**config.mk**
```make
export PLATFORM = sky130hd
export DESIGN_NAME = vram_write_buffer
export DESIGN_NICKNAME = d
export VERILOG_FILES = /design/src/rtl/vram_write_buffer.sv
export SDC_FILE = /design/constraint.sdc
export NUM_CORES = 1
export LEC_CHECK = 0
export CORE_ASPECT_RATIO = 0.6
export CORE_MARGIN = 10
export CORE_UTILIZATION = 61
export CTS_CLUSTER_SIZE = 16
export DETAILED_ROUTE_END_ITERATION = 16
export PLACE_DENSITY = 0.79
export SETUP_SLACK_MARGIN = 0.3
export SLEW_MARGIN = 20
export SYNTH_ARGS = -nofsm -noshare
export SYNTH_HDL_FRONTEND = slang
export SYNTH_SLANG_ARGS = --single-unit
```
**constraint.sdc**
```tcl
create_clock -name clk -period 4.6 [get_ports clk]
set_input_delay 0.92 -clock clk [delete_from_list [all_inputs] [get_ports clk]]
set_output_delay 0.92 -clock clk [all_outputs]
set_load 0.02 [all_outputs]
```
**src/rtl/vram_write_buffer.sv**
```systemverilog
// Write FIFO between the rasterizer VRAM port and a sel/ack VRAM controller, with deferred front/back swap.
// Optional: define VRAM_WB_STATS_EN to add write_count_o (acknowledged-transaction counter).
module vram_write_buffer #(
  parameter int DEPTH  = 16,
  parameter int ADDR_W = 16,
  parameter int DATA_W = 16
) (
  input  logic              clk,
  input  logic              reset_n_i,
  input  logic              wr_sel_i,
  input  logic              wr_en_i,
  input  logic [3:0]        wr_mask_i,
  input  logic [ADDR_W-1:0] wr_addr_i,
  input  logic [DATA_W-1:0] wr_data_i,
  input  logic              swap_req_i,
  output logic              wr_stall_o,
  output logic              mem_sel_o,
  output logic              mem_wr_o,
  output logic [3:0]        mem_mask_o,
  output logic [ADDR_W:0]   mem_addr_o,
  output logic [DATA_W-1:0] mem_data_o,
  input  logic              mem_ack_i,
  output logic              front_buf_o,
  output logic              swap_done_o,
  output logic              overflow_o
`ifdef VRAM_WB_STATS_EN
  ,
  output logic [15:0]       write_count_o
`endif
);

  localparam int PTR_W = $clog2(DEPTH);
  localparam int ENT_W = 1 + ADDR_W + 4 + DATA_W;

  typedef enum logic {IDLE, BUSY} state_t;

  state_t           state, state_next;
  logic [ENT_W-1:0] fifo_mem [DEPTH];
  logic [PTR_W-1:0] wr_ptr, rd_ptr;
  logic [PTR_W:0]   count;
  logic             swap_pending;
  logic             push, pop, issue, flip, fifo_empty;

  assign fifo_empty = (count == '0);
  assign wr_stall_o = (count == (PTR_W+1)'(DEPTH)) | swap_pending;
  assign push       = wr_sel_i & wr_en_i & ~wr_stall_o;
  assign flip       = swap_pending & fifo_empty & (state == IDLE);
  assign mem_wr_o   = mem_sel_o;

  always_ff @(posedge clk or negedge reset_n_i) begin
    if (!reset_n_i) state <= IDLE;
    else            state <= state_next;
  end

  always_comb begin
    state_next = state;
    issue      = 1'b0;
    pop        = 1'b0;
    case (state)
      IDLE: if (!fifo_empty) begin
        issue      = 1'b1;
        state_next = BUSY;
      end
      BUSY: if (mem_ack_i) begin
        pop        = 1'b1;
        state_next = IDLE;
      end
      default: state_next = IDLE;
    endcase
  end

  // Entries are tagged with the back bank at push time, so a later flip cannot retag them.
  always_ff @(posedge clk) begin
    if (push) fifo_mem[wr_ptr] <= {~front_buf_o, wr_addr_i, wr_mask_i, wr_data_i};
  end

  always_ff @(posedge clk or negedge reset_n_i) begin
    if (!reset_n_i) begin
      wr_ptr <= '0;
      rd_ptr <= '0;
      count  <= '0;
    end else begin
      if (push) wr_ptr <= wr_ptr + 1'b1;
      if (pop)  rd_ptr <= rd_ptr + 1'b1;
      case ({push, pop})
        2'b10:   count <= count + 1'b1;
        2'b01:   count <= count - 1'b1;
        default: count <= count;
      endcase
    end
  end

  always_ff @(posedge clk or negedge reset_n_i) begin
    if (!reset_n_i) begin
      mem_sel_o  <= 1'b0;
      mem_mask_o <= '0;
      mem_addr_o <= '0;
      mem_data_o <= '0;
    end else if (issue) begin
      mem_sel_o <= 1'b1;
      {mem_addr_o, mem_mask_o, mem_data_o} <= fifo_mem[rd_ptr];
    end else if (pop) begin
      mem_sel_o <= 1'b0;
    end
  end

  // A request arriving on the flip cycle is merged into the flip in progress.
  always_ff @(posedge clk or negedge reset_n_i) begin
    if (!reset_n_i) begin
      swap_pending <= 1'b0;
      front_buf_o  <= 1'b0;
      swap_done_o  <= 1'b0;
      overflow_o   <= 1'b0;
    end else begin
      swap_done_o <= flip;
      if (flip) begin
        swap_pending <= 1'b0;
        front_buf_o  <= ~front_buf_o;
      end else if (swap_req_i) begin
        swap_pending <= 1'b1;
      end
      if (wr_sel_i & wr_en_i & wr_stall_o) overflow_o <= 1'b1;
    end
  end

`ifdef VRAM_WB_STATS_EN
  always_ff @(posedge clk or negedge reset_n_i) begin
    if (!reset_n_i) write_count_o <= '0;
    else if (pop)   write_count_o <= write_count_o + 16'd1;
  end
`endif

endmodule

```
==> flow_metrics.tcl, run 1 <==
set metrics [dict create \
    die-area_sq_um 49000 \
    finalWorstSetupSlack_ns 1.14 \
    htree_levels 2 \
    whs_ns 0.441 \
    fin_util_pct 70.9 \
    place_ws_ns 0.867 \
    grt-busiest-layer "met1" \
    grt.overflow.total 0 \
    cp.arrival_ns 2.54 \
    io_pins 85 \
    final_common_cell "edfxtp_1" \
    finalPower_mw 16.2 \
    start_util_pct 62.4 \
    path_delay_family "buffers and inverters" \
    status "complete, no violations" \
    skew_ns 0.0274 \
    wl_per_cell_um 32.3 \
    crit_path_cell_trace "nor4_1 -> a21o_1 -> clkdlybuf4s50_1" \
    setup.worst_path.start "count[1]$_DFFE_PN0P_" \
    slowest_stage "clkdlybuf4s50_1" \
    crit_required_ns 3.68 \
    fin_cells 1782 \
    n_fill_cell 2236 \
    hold_violations 0 \
    slew_violations 0 \
    cts_tree "built" \
    ant_nets 0 \
    worst_slew_pin_slew_ns 1.06 \
    io_buffers 84 \
    rows 56 \
    r2r_slack_ns 1.42 \
    core_sq_um 39400 \
    ir_worst_vdd_v 0.000439 \
    fin_crit_sh_pct 75.3 \
    synth_area_sq_um 24600 \
    cts_hold_buf 0 \
    seq_area_sq_um 19200 \
    finalSetupTns_ns 0 \
    multi_input_area_sq_um 5070 \
    wl_um 57500 \
    drv_cap 0 \
    final_area_sq_um 27900 \
    syn_inst 1101 \
    grt_pass1_wl_um 85200 \
    postCtsResizedCells 0 \
    critical_path.max_fanout 8 \
    ys_seq_elements 648 \
    finalNetCount 1263 \
    ys_seq_area_share_pct 78.1 \
    r2r-start "count[1]$_DFFE_PN0P_" \
    place_hpwl_um 35200 \
    holdCritPathClass "in2async" \
    power.density_nw_per_um2 580 \
    synth_warnings 0 \
    relSlewSlack_pct 29.1 \
    clock-sinks 648 \
    crit_path_end_kind "primary output" \
    grt_max_degree 61 \
    rsz0062_at_grt "no" \
    first_iter_violations 1746 \
    vias_per_cell 6.75 \
    grt_util_met2_pct 32.7 \
    firstDrtPassIters 5 \
    grt_use_met1_pct 35.7 \
    antenna_found_initial 3 \
    cts_made_buffers 55 \
    crit_type "reg2out" \
    grt_usage_pct 23.8 \
    syn_nets 1151 \
    worstSetupStartpointType "flop" \
    slowest_delay_ns 0.65 \
    worst-path-buf-inv 1 \
    die_h_um 175 \
    gp_congestion 0.826 \
    ys_types 39 \
    clk_latency_ns 0.60 \
    cellLeakagePower_nw 8.87 \
    layout_common_cells "592 x edfxtp_1, 148 x mux4_2, 83 x clkdlybuf4s50_1" \
    area_growth_syn_to_layout_pct 13.6 \
    clockBufferDepth 3 \
    layout-drive-gt1-share_pct 25.9 \
    final.min_clock_period_ns 3.46 \
    clkTransAtPathRegs_ns 0.06 \
    num_vias 12000 \
    grt_pass1_vias 12100 \
    drc_errors 0 \
    worst_r2r_path_depth 11 \
    clockRootBuffer "clkbuf_16" \
    dp_cells 1678 \
    syn_avg_cell_area_sq_um 22.3 \
    use_met3_pct 9.57 \
    r2r-end "count[4]$_DFFE_PN0P_" \
    cts_setup_buffers 0 \
    fmax_mhz 289 \
    die_width_um 279 \
    finalSetupViolCount 0 \
    post_dp_cell_area_sq_um 26100 \
]
power breakdown:
| group | switching, mW | internal [mW] | total, mW |
|---|---|---|---|
| Sequential | 0.446 | 6.69 | 7.14 |
| Clock | 2.06 | 2.59 | 4.65 |
| Combinational | 2.31 | 2.08 | 4.39 |
metal layers:
metal	routed length, um	vias to the layer above
met2	25000	755
met3	8400	68
li1	-	4852
met5	105	-
met1	23300	6353
met4	742	4
cell type report:
cell class / instances / area share, %
multi-input combinational: 381 / 18.2
timing repair buffer: 117 / 4.21
clock inverter: 25 / 0.942
inverter: 10 / 0.135
antenna: 2 / 0.0179
sequential: 648 / 68.8
tap: 522 / 2.34
clock buffer: 77 / 5.45
cells in the mapped netlist:
| master | count | share of area, % |
|---|---|---|
| nand4bb_1 | 1 | 0.046 |
| nor2_1 | 12 | 0.18 |
| buf_4 | 8 | 0.24 |
| inv_1 | 10 | 0.15 |
| nand3b_1 | 2 | 0.061 |
| o21a_1 | 1 | 0.031 |
| and2_1 | 13 | 0.33 |
| ha_1 | 8 | 0.41 |
| o21ai_0 | 3 | 0.061 |
| a21o_1 | 1 | 0.031 |
| a31oi_1 | 1 | 0.025 |
| dfrtp_1 | 56 | 5.7 |
| nand2b_1 | 1 | 0.025 |
| nand4_1 | 1 | 0.025 |
| edfxtp_1 | 592 | 72 |
| buf_1 | 8 | 0.12 |
| a22oi_1 | 1 | 0.031 |
| buf_2 | 22 | 0.45 |
| o22ai_1 | 74 | 1.9 |
| a21oi_1 | 41 | 0.84 |
| and3_1 | 1 | 0.025 |
| nand2_1 | 5 | 0.076 |
| nor4_1 | 2 | 0.051 |
| nor2b_1 | 1 | 0.025 |
| or3b_2 | 1 | 0.036 |
| xnor2_1 | 8 | 0.29 |
| nor3_1 | 2 | 0.041 |
| and3b_1 | 2 | 0.071 |
| buf_6 | 5 | 0.23 |
| xor2_1 | 6 | 0.21 |
| a31o_2 | 1 | 0.036 |
| o211ai_4 | 1 | 0.087 |
| a211oi_2 | 1 | 0.051 |
| mux2_2 | 39 | 1.8 |
| nand3_1 | 1 | 0.020 |
| or4_4 | 1 | 0.046 |
| clkbuf_1 | 19 | 0.29 |
| mux4_2 | 148 | 14 |
| or2_2 | 1 | 0.025 |
registers in the layout (all words and copies together) (netlist names):
signal	cells
overflow_o	1
fifo_mem	592
front_buf_o	1
swap_pending	1
mem_sel_o	1
wr_ptr	4
state	1
mem_addr_o	17
mem_data_o	16
mem_mask_o	4
count	5
swap_done_o	1
rd_ptr	4
worst max-delay path by stage:
stage / slack (ns) / end / cells after the start
floorplan: 0.98 / fifo_mem[10][0]$_DFFE_PP_ / 4
global placement: 0.90 / count[4]$_DFFE_PN0P_ / 12
detailed placement: 0.87 / count[4]$_DFFE_PN0P_ / 12
CTS: 1.13 / wr_stall_o / 3
global route: 1.09 / wr_stall_o / 3
finish: 1.14 / wr_stall_o / 3
kinds of logic (layout without fill, tap and decap cells):
logic type	count (synthesis)	in the layout	share of synthesized area, %
other cells	0	2	0
simple gates	47	47	1.09
mux	187	187	15.4
compound gates	125	125	3.07
xor+xnor	14	14	0.499
fa+ha+maj	8	8	0.408
buf+inv	72	229	1.49
flops	648	648	78.1
Note: power is estimated with default switching activity, not from simulation.
==> run 2: changes to the inputs <==
--- a/config.mk
+++ b/config.mk
@@ -7,10 +7,10 @@
 export LEC_CHECK = 0
 export CORE_ASPECT_RATIO = 0.6
 export CORE_MARGIN = 10
-export CORE_UTILIZATION = 61
+export CORE_UTILIZATION = 55
 export CTS_CLUSTER_SIZE = 16
 export DETAILED_ROUTE_END_ITERATION = 16
-export PLACE_DENSITY = 0.79
+export PLACE_DENSITY = 0.76
 export SETUP_SLACK_MARGIN = 0.3
 export SLEW_MARGIN = 20
 export SYNTH_ARGS = -nofsm -noshare
==> constraint.sdc (replaced) <==
create_clock -name clk -period 2.9 [get_ports clk]
set_input_delay 0.58 -clock clk [delete_from_list [all_inputs] [get_ports clk]]
set_output_delay 0.58 -clock clk [all_outputs]
set_load 0.02 [all_outputs]
==> run 2 against run 1 <==
Net effect: core utilization is 6.0 points lower; critical path type unchanged; cell area is 1.6% higher; die area is 9.9% higher; clock-buffer cell count is 1 higher.
==> flow_metrics.tcl, run 2 (synthesis gave the netlist of run 1 again) <==
set metrics [dict create \
    hold_end "overflow_o$_DFFE_PN0P_" \
    drc_errors 0 \
    finalWorstSetupSlack_ns 0.368 \
    antenna_found_initial 0 \
    path_delay_family "flip-flops" \
    crit_type "reg2out" \
    worstSetupStartpointType "flop" \
    r2r-start "count[1]$_DFFE_PN0P_" \
    clkPwrFrac_pct 28.1 \
    firstDrtPassIters 5 \
    min_path_cells 1 \
    p_seq_share_pct 44.5 \
    gp_congestion 0.808 \
    crit_path_cell_trace "nor4_4 -> a21o_1 -> clkdlybuf4s15_2" \
    status "complete, no violations" \
    fin_crit_sh_pct 87.3 \
    use_met3_pct 3.56 \
    die_width_um 293 \
    rsz0062_at_grt "no" \
    place_ws_ns -0.00217 \
    relSlewSlack_pct 38.3 \
    grt_use_met1_pct 29.1 \
    slowest_delay_ns 0.49 \
    die-area_sq_um 53800 \
    crit_required_ns 2.32 \
    finalSetupViolCount 0 \
    die_h_um 184 \
    cp.arrival_ns 1.95 \
    grt_pass1_wl_um 79900 \
    rows 59 \
    pwr-share-comb_pct 27.4 \
    vias_per_cell 6.38 \
    place_hpwl_um 30500 \
    fin_util_pct 64.9 \
    holdCritStartpoint "overflow_o$_DFFE_PN0P_" \
    critical_path.max_fanout 9 \
    io_pins 85 \
    clockRootBuffer "clkbuf_16" \
    slew_violations 0 \
    wl_um 52600 \
    finalNetCount 1285 \
    finalSetupTns_ns 0 \
    p_int_mw 17.9 \
    ant_nets 0 \
    clock-sinks 648 \
    final_common_cell "edfxtp_1" \
    htree_levels 2 \
    worst_slew_pin_slew_ns 0.926 \
    ir_worst_vdd_v 0.000544 \
    cts_tree "built" \
    core_sq_um 43700 \
    num_vias 11900 \
    cellLeakagePower_nw 8.99 \
    power.density_nw_per_um2 880 \
    crit_path_end_kind "primary output" \
    hold_violations 0 \
    max_flop_register "fifo_mem" \
    area_growth_syn_to_layout_pct 15.4 \
    fmax_mhz 395 \
    start_util_pct 56.2 \
    grt_max_degree 49 \
    grt_usage_pct 19.7 \
    final_area_sq_um 28400 \
    clkTransAtPathRegs_ns 0.07 \
    layout-drive-gt1-share_pct 27.4 \
    r2r_slack_ns 0.39 \
    grt_pass1_vias 12300 \
    top_regs "fifo_mem: 592 flops, mem_addr_o: 17 flops, mem_data_o: 16 flops" \
    grt_util_met2_pct 30.8 \
    grt-busiest-layer "met2" \
    r2r-end "fifo_mem[1][33]$_DFFE_PP_" \
    post_dp_cell_area_sq_um 26600 \
    cts_made_buffers 54 \
    io_buffers 84 \
    largest_reg_flops 592 \
    clockBufferDepth 3 \
    layout_common_cells "592 x edfxtp_1, 148 x mux4_2, 82 x clkdlybuf4s50_1" \
    grt.overflow.total 0 \
    worst-path-buf-inv 1 \
    drv_cap 0 \
    first_iter_violations 1305 \
    finalPower_mw 24.9 \
    slowest_stage "dfrtp_2" \
    p_switching_mw 7.09 \
    clk_latency_ns 0.58 \
    antenna_cells 0 \
    skew_ns 0.0183 \
    wl_per_cell_um 28.3 \
    swShare_pct 28.4 \
    holdCritPathClass "reg2reg" \
    final.min_clock_period_ns 2.53 \
    worst_r2r_path_depth 5 \
]
-- run 2: stage by stage --
stage	std cells	hold slack, ns
after floorplan	1101	0.284
after global placement	1756	0.455
after detailed placement	1756	0.493
after CTS	1860	0.505
after global routing	1860	0.522
final	1860	0.498
-- run 2: how the worst max path moves through the flow --
stage / start / to / depth (start not counted)
finish: count[2]$_DFFE_PN0P_ / wr_stall_o / 3
global route: count[2]$_DFFE_PN0P_ / wr_stall_o / 3
CTS: count[2]$_DFFE_PN0P_ / wr_stall_o / 3
detailed placement: wr_sel_i / count[4]$_DFFE_PN0P_ / 11
global placement: wr_sel_i / count[4]$_DFFE_PN0P_ / 11
floorplan: wr_sel_i / fifo_mem[10][0]$_DFFE_PP_ / 4
-- run 2: cell type report --
cell class	instances	area, sq um
tap	579	724
inverter	10	37.5
clock buffer	78	1500
timing repair buffer	140	1600
clock inverter	24	195
multi-input combinational	381	5100
fill	2789	15400
sequential	648	19200
-- run 2: timing repair --
item | 4_1_cts | 5_1_grt
pin swaps | 1 | 0
endpoints found under the hold margin | 10 | 0
setup buffers | 1 | 0
hold buffers | 1 | 0
gates resized for setup | 4 | 1
setup endpoints to repair | 1 | 32
-- run 2: metal layers --
layer  vias up  wire length [um]  share of wire, %
li1       4899                 -                 -
met1      6306             22200                42
met2       582             24900                47
met3        75              4530               8.6
met4         0               907               1.7
met5         -                 0                 0
-- run 2: power groups by stage --
stage	clock (mW)	combinational (mW)	sequential (mW)
after floorplan	0	4.57	11.3
after global placement	0	6.77	11.3
after detailed placement	0	6.87	11.3
after CTS	7.13	6.94	11.1
after global routing	7.51	7.33	11.1
final	7.01	6.84	11.1
==> run 3: changes to the inputs <==
--- a/config.mk
+++ b/config.mk
@@ -10,8 +10,9 @@
 export CORE_UTILIZATION = 55
 export CTS_CLUSTER_SIZE = 16
 export DETAILED_ROUTE_END_ITERATION = 16
+export GPL_ROUTABILITY_DRIVEN = 0
 export PLACE_DENSITY = 0.76
-export SETUP_SLACK_MARGIN = 0.3
+export SETUP_SLACK_MARGIN = 0.5
 export SLEW_MARGIN = 20
 export SYNTH_ARGS = -nofsm -noshare
 export SYNTH_HDL_FRONTEND = slang
==> run 3 against run 2 <==
Net effect: combinational power increased by 3.9%; cell area is 1.4% higher; non-clock buffer count grew 20; die area unchanged; register-to-register slack improved by 0.16 ns; cell count increased by 1.1%; fmax up 7.4%; via count increased by 0.62%; clock skew grew 0.010 ns; clock-buffer cell count decreased by 10; highest routed layer unchanged.
==> flow_metrics.tcl, run 3 (synthesis gave the netlist of run 1 again) <==
set metrics [dict create \
    firstDrtPassIters 5 \
    ant_nets 0 \
    critical_path.max_fanout 2 \
    cts_tree "built" \
    slew_violations 0 \
    grt_pass1_vias 12200 \
    slowest_stage "clkdlybuf4s50_1" \
    wl_um 54500 \
    ir_worst_vdd_v 0.000672 \
    fin_crit_sh_pct 81.3 \
    num_vias 11900 \
    wl_met3_um 6010 \
    wl_met1_um 23600 \
    crit_required_ns 3.37 \
    top_regs "fifo_mem: 592 flops, mem_addr_o: 17 flops, mem_data_o: 16 flops" \
    hold_violations 0 \
    clk_latency_ns 0.60 \
    grt_usage_pct 20.4 \
    worst_slew_pin_slew_ns 0.919 \
    met2_length_um 24000 \
    crit_path_cell_trace "clkdlybuf4s50_1 -> nand2_8 -> a211oi_4 -> inv_2 -> ha_4 -> xor2_2 -> ha_2 -> or3b_4 -> a21oi_2 -> o21ai_2 -> xnor2_1" \
    antenna_cells 0 \
    slowest_delay_ns 0.60 \
    status "complete, no violations" \
    drv_cap 0 \
    finalNetCount 1306 \
    crit_type "in2reg" \
    layout-drive-gt1-share_pct 30.1 \
    core_sq_um 43700 \
    finalPower_mw 25.6 \
    fmax_mhz 424 \
    worst-path-buf-inv 2 \
    die_h_um 184 \
    finalSetupTns_ns 0 \
    clockBufferDepth 3 \
    top_layer_used "met4" \
    crit_path_end_kind "flop" \
    final.min_clock_period_ns 2.36 \
    io_buffers 84 \
    grt_pass1_wl_um 81500 \
    grt_max_degree 47 \
    cp.arrival_ns 2.83 \
    max_flop_register "fifo_mem" \
    antenna_found_initial 0 \
    start_util_pct 56.2 \
    cts_made_buffers 55 \
    clockRootBuffer "clkbuf_16" \
    layout_common_cells "592 x edfxtp_1, 148 x mux4_2, 82 x clkdlybuf4s50_1" \
    rsz0062_at_grt "no" \
    holdCritPathClass "in2async" \
    path_delay_family "buffers and inverters" \
    wl_per_cell_um 29.0 \
    clkTransAtPathRegs_ns 0.07 \
    worstSetupStartpointType "input port" \
    place_hpwl_um 32500 \
    skew_ns 0.0288 \
    drc_errors 0 \
    finalSetupViolCount 0 \
    area_growth_syn_to_layout_pct 17.0 \
    grt.overflow.total 0 \
    rows 59 \
    htree_levels 2 \
    relSlewSlack_pct 38.7 \
    cellLeakagePower_nw 9.19 \
    io_pins 85 \
    power.density_nw_per_um2 892 \
    die-area_sq_um 53800 \
    first_iter_violations 1475 \
    vias_per_cell 6.35 \
    clock-sinks 648 \
    die_width_um 293 \
    final_common_cell "edfxtp_1" \
    largest_reg_flops 592 \
]
==> run 3: power breakdown <==
part / switching, mW / total (mW) / internal, mW / leakage, nW
sequential: 0.483 / 11.1 / 10.6 / 5.94
combinational: 3.59 / 7.11 / 3.52 / 2.35
clock: 3.30 / 7.43 / 4.12 / 0.905
total: 7.37 / 25.6 / 18.3 / 9.19
==> run 3: area by class of cell <==
cell class,count,area [sq um]
Clock buffer,68,1500
Clock inverter,35,327
Fill cell,2739,15000
Inverter,10,37.5
Multi-Input combinational cell,381,5140
Sequential cell,648,19200
Tap cell,579,724
Timing Repair Buffer,160,1820
==> run 3: repair_timing <==
| item | in CTS | in global routing |
|---|---|---|
| pin swaps | 2 | 6 |
| hold endpoints to repair | 20 | 0 |
| hold buffers | 1 | 0 |
| resized for setup | 8 | 7 |
| buffers inserted | 3 | 3 |
| setup endpoints to repair | 2 | 2 |
==> run 3: final timing paths <==
check / from / end / slack (ns) / cells after the start
hold reg to reg: overflow_o$_DFFE_PN0P_ / overflow_o$_DFFE_PN0P_ / 0.50 / 1
setup / recovery: wr_sel_i / count[4]$_DFFE_PN0P_ / 0.54 / 11
min in group clk: overflow_o$_DFFE_PN0P_ / overflow_o$_DFFE_PN0P_ / 0.50 / 1
setup reg to reg: count[3]$_DFFE_PN0P_ / count[4]$_DFFE_PN0P_ / 0.55 / 11
max in group asynchronous: reset_n_i / rd_ptr[3]$_DFFE_PN0P_ / 1.81 / 3
hold / removal: reset_n_i / mem_data_o[4]$_DFFE_PN0P_ / 0.46 / 2
==> run 3: through the flow <==
stage	cells	worst slack (ns)	hold slack [ns]	utilization (%)	instance area [sq um]
5_1_grt	1881	0.481	0.488	65.8	28700
4_1_cts	1878	0.521	0.458	65.6	28700
2_1_floorplan	1101	0.285	0.284	-	24600
3_5_place_dp	1771	-0.0750	0.467	61.4	26800
3_3_place_gp	1771	-0.0714	0.449	61.4	26800
6_report	1881	0.541	0.457	65.8	28700
==> run 3: per-layer routing <==
metal / vias up / GRT usage (%)
li1: 4929 / -
met1: 6292 / 31.1
met2: 643 / 29.4
met3: 72 / 5.55
met4: 0 / 3.97
met5: - / 0
==> run 3: worst register-to-register path, stage by stage (launching register included) <==
cell and delay (ns):
dfrtp_2 0.46, nor4_4 0.07, buf_4 0.14, a211oi_4 0.23
inv_2 0.09, ha_4 0.17, xor2_2 0.14, ha_2 0.19
or3b_4 0.39, a21oi_2 0.14, o21ai_2 0.08, xnor2_1 0.13
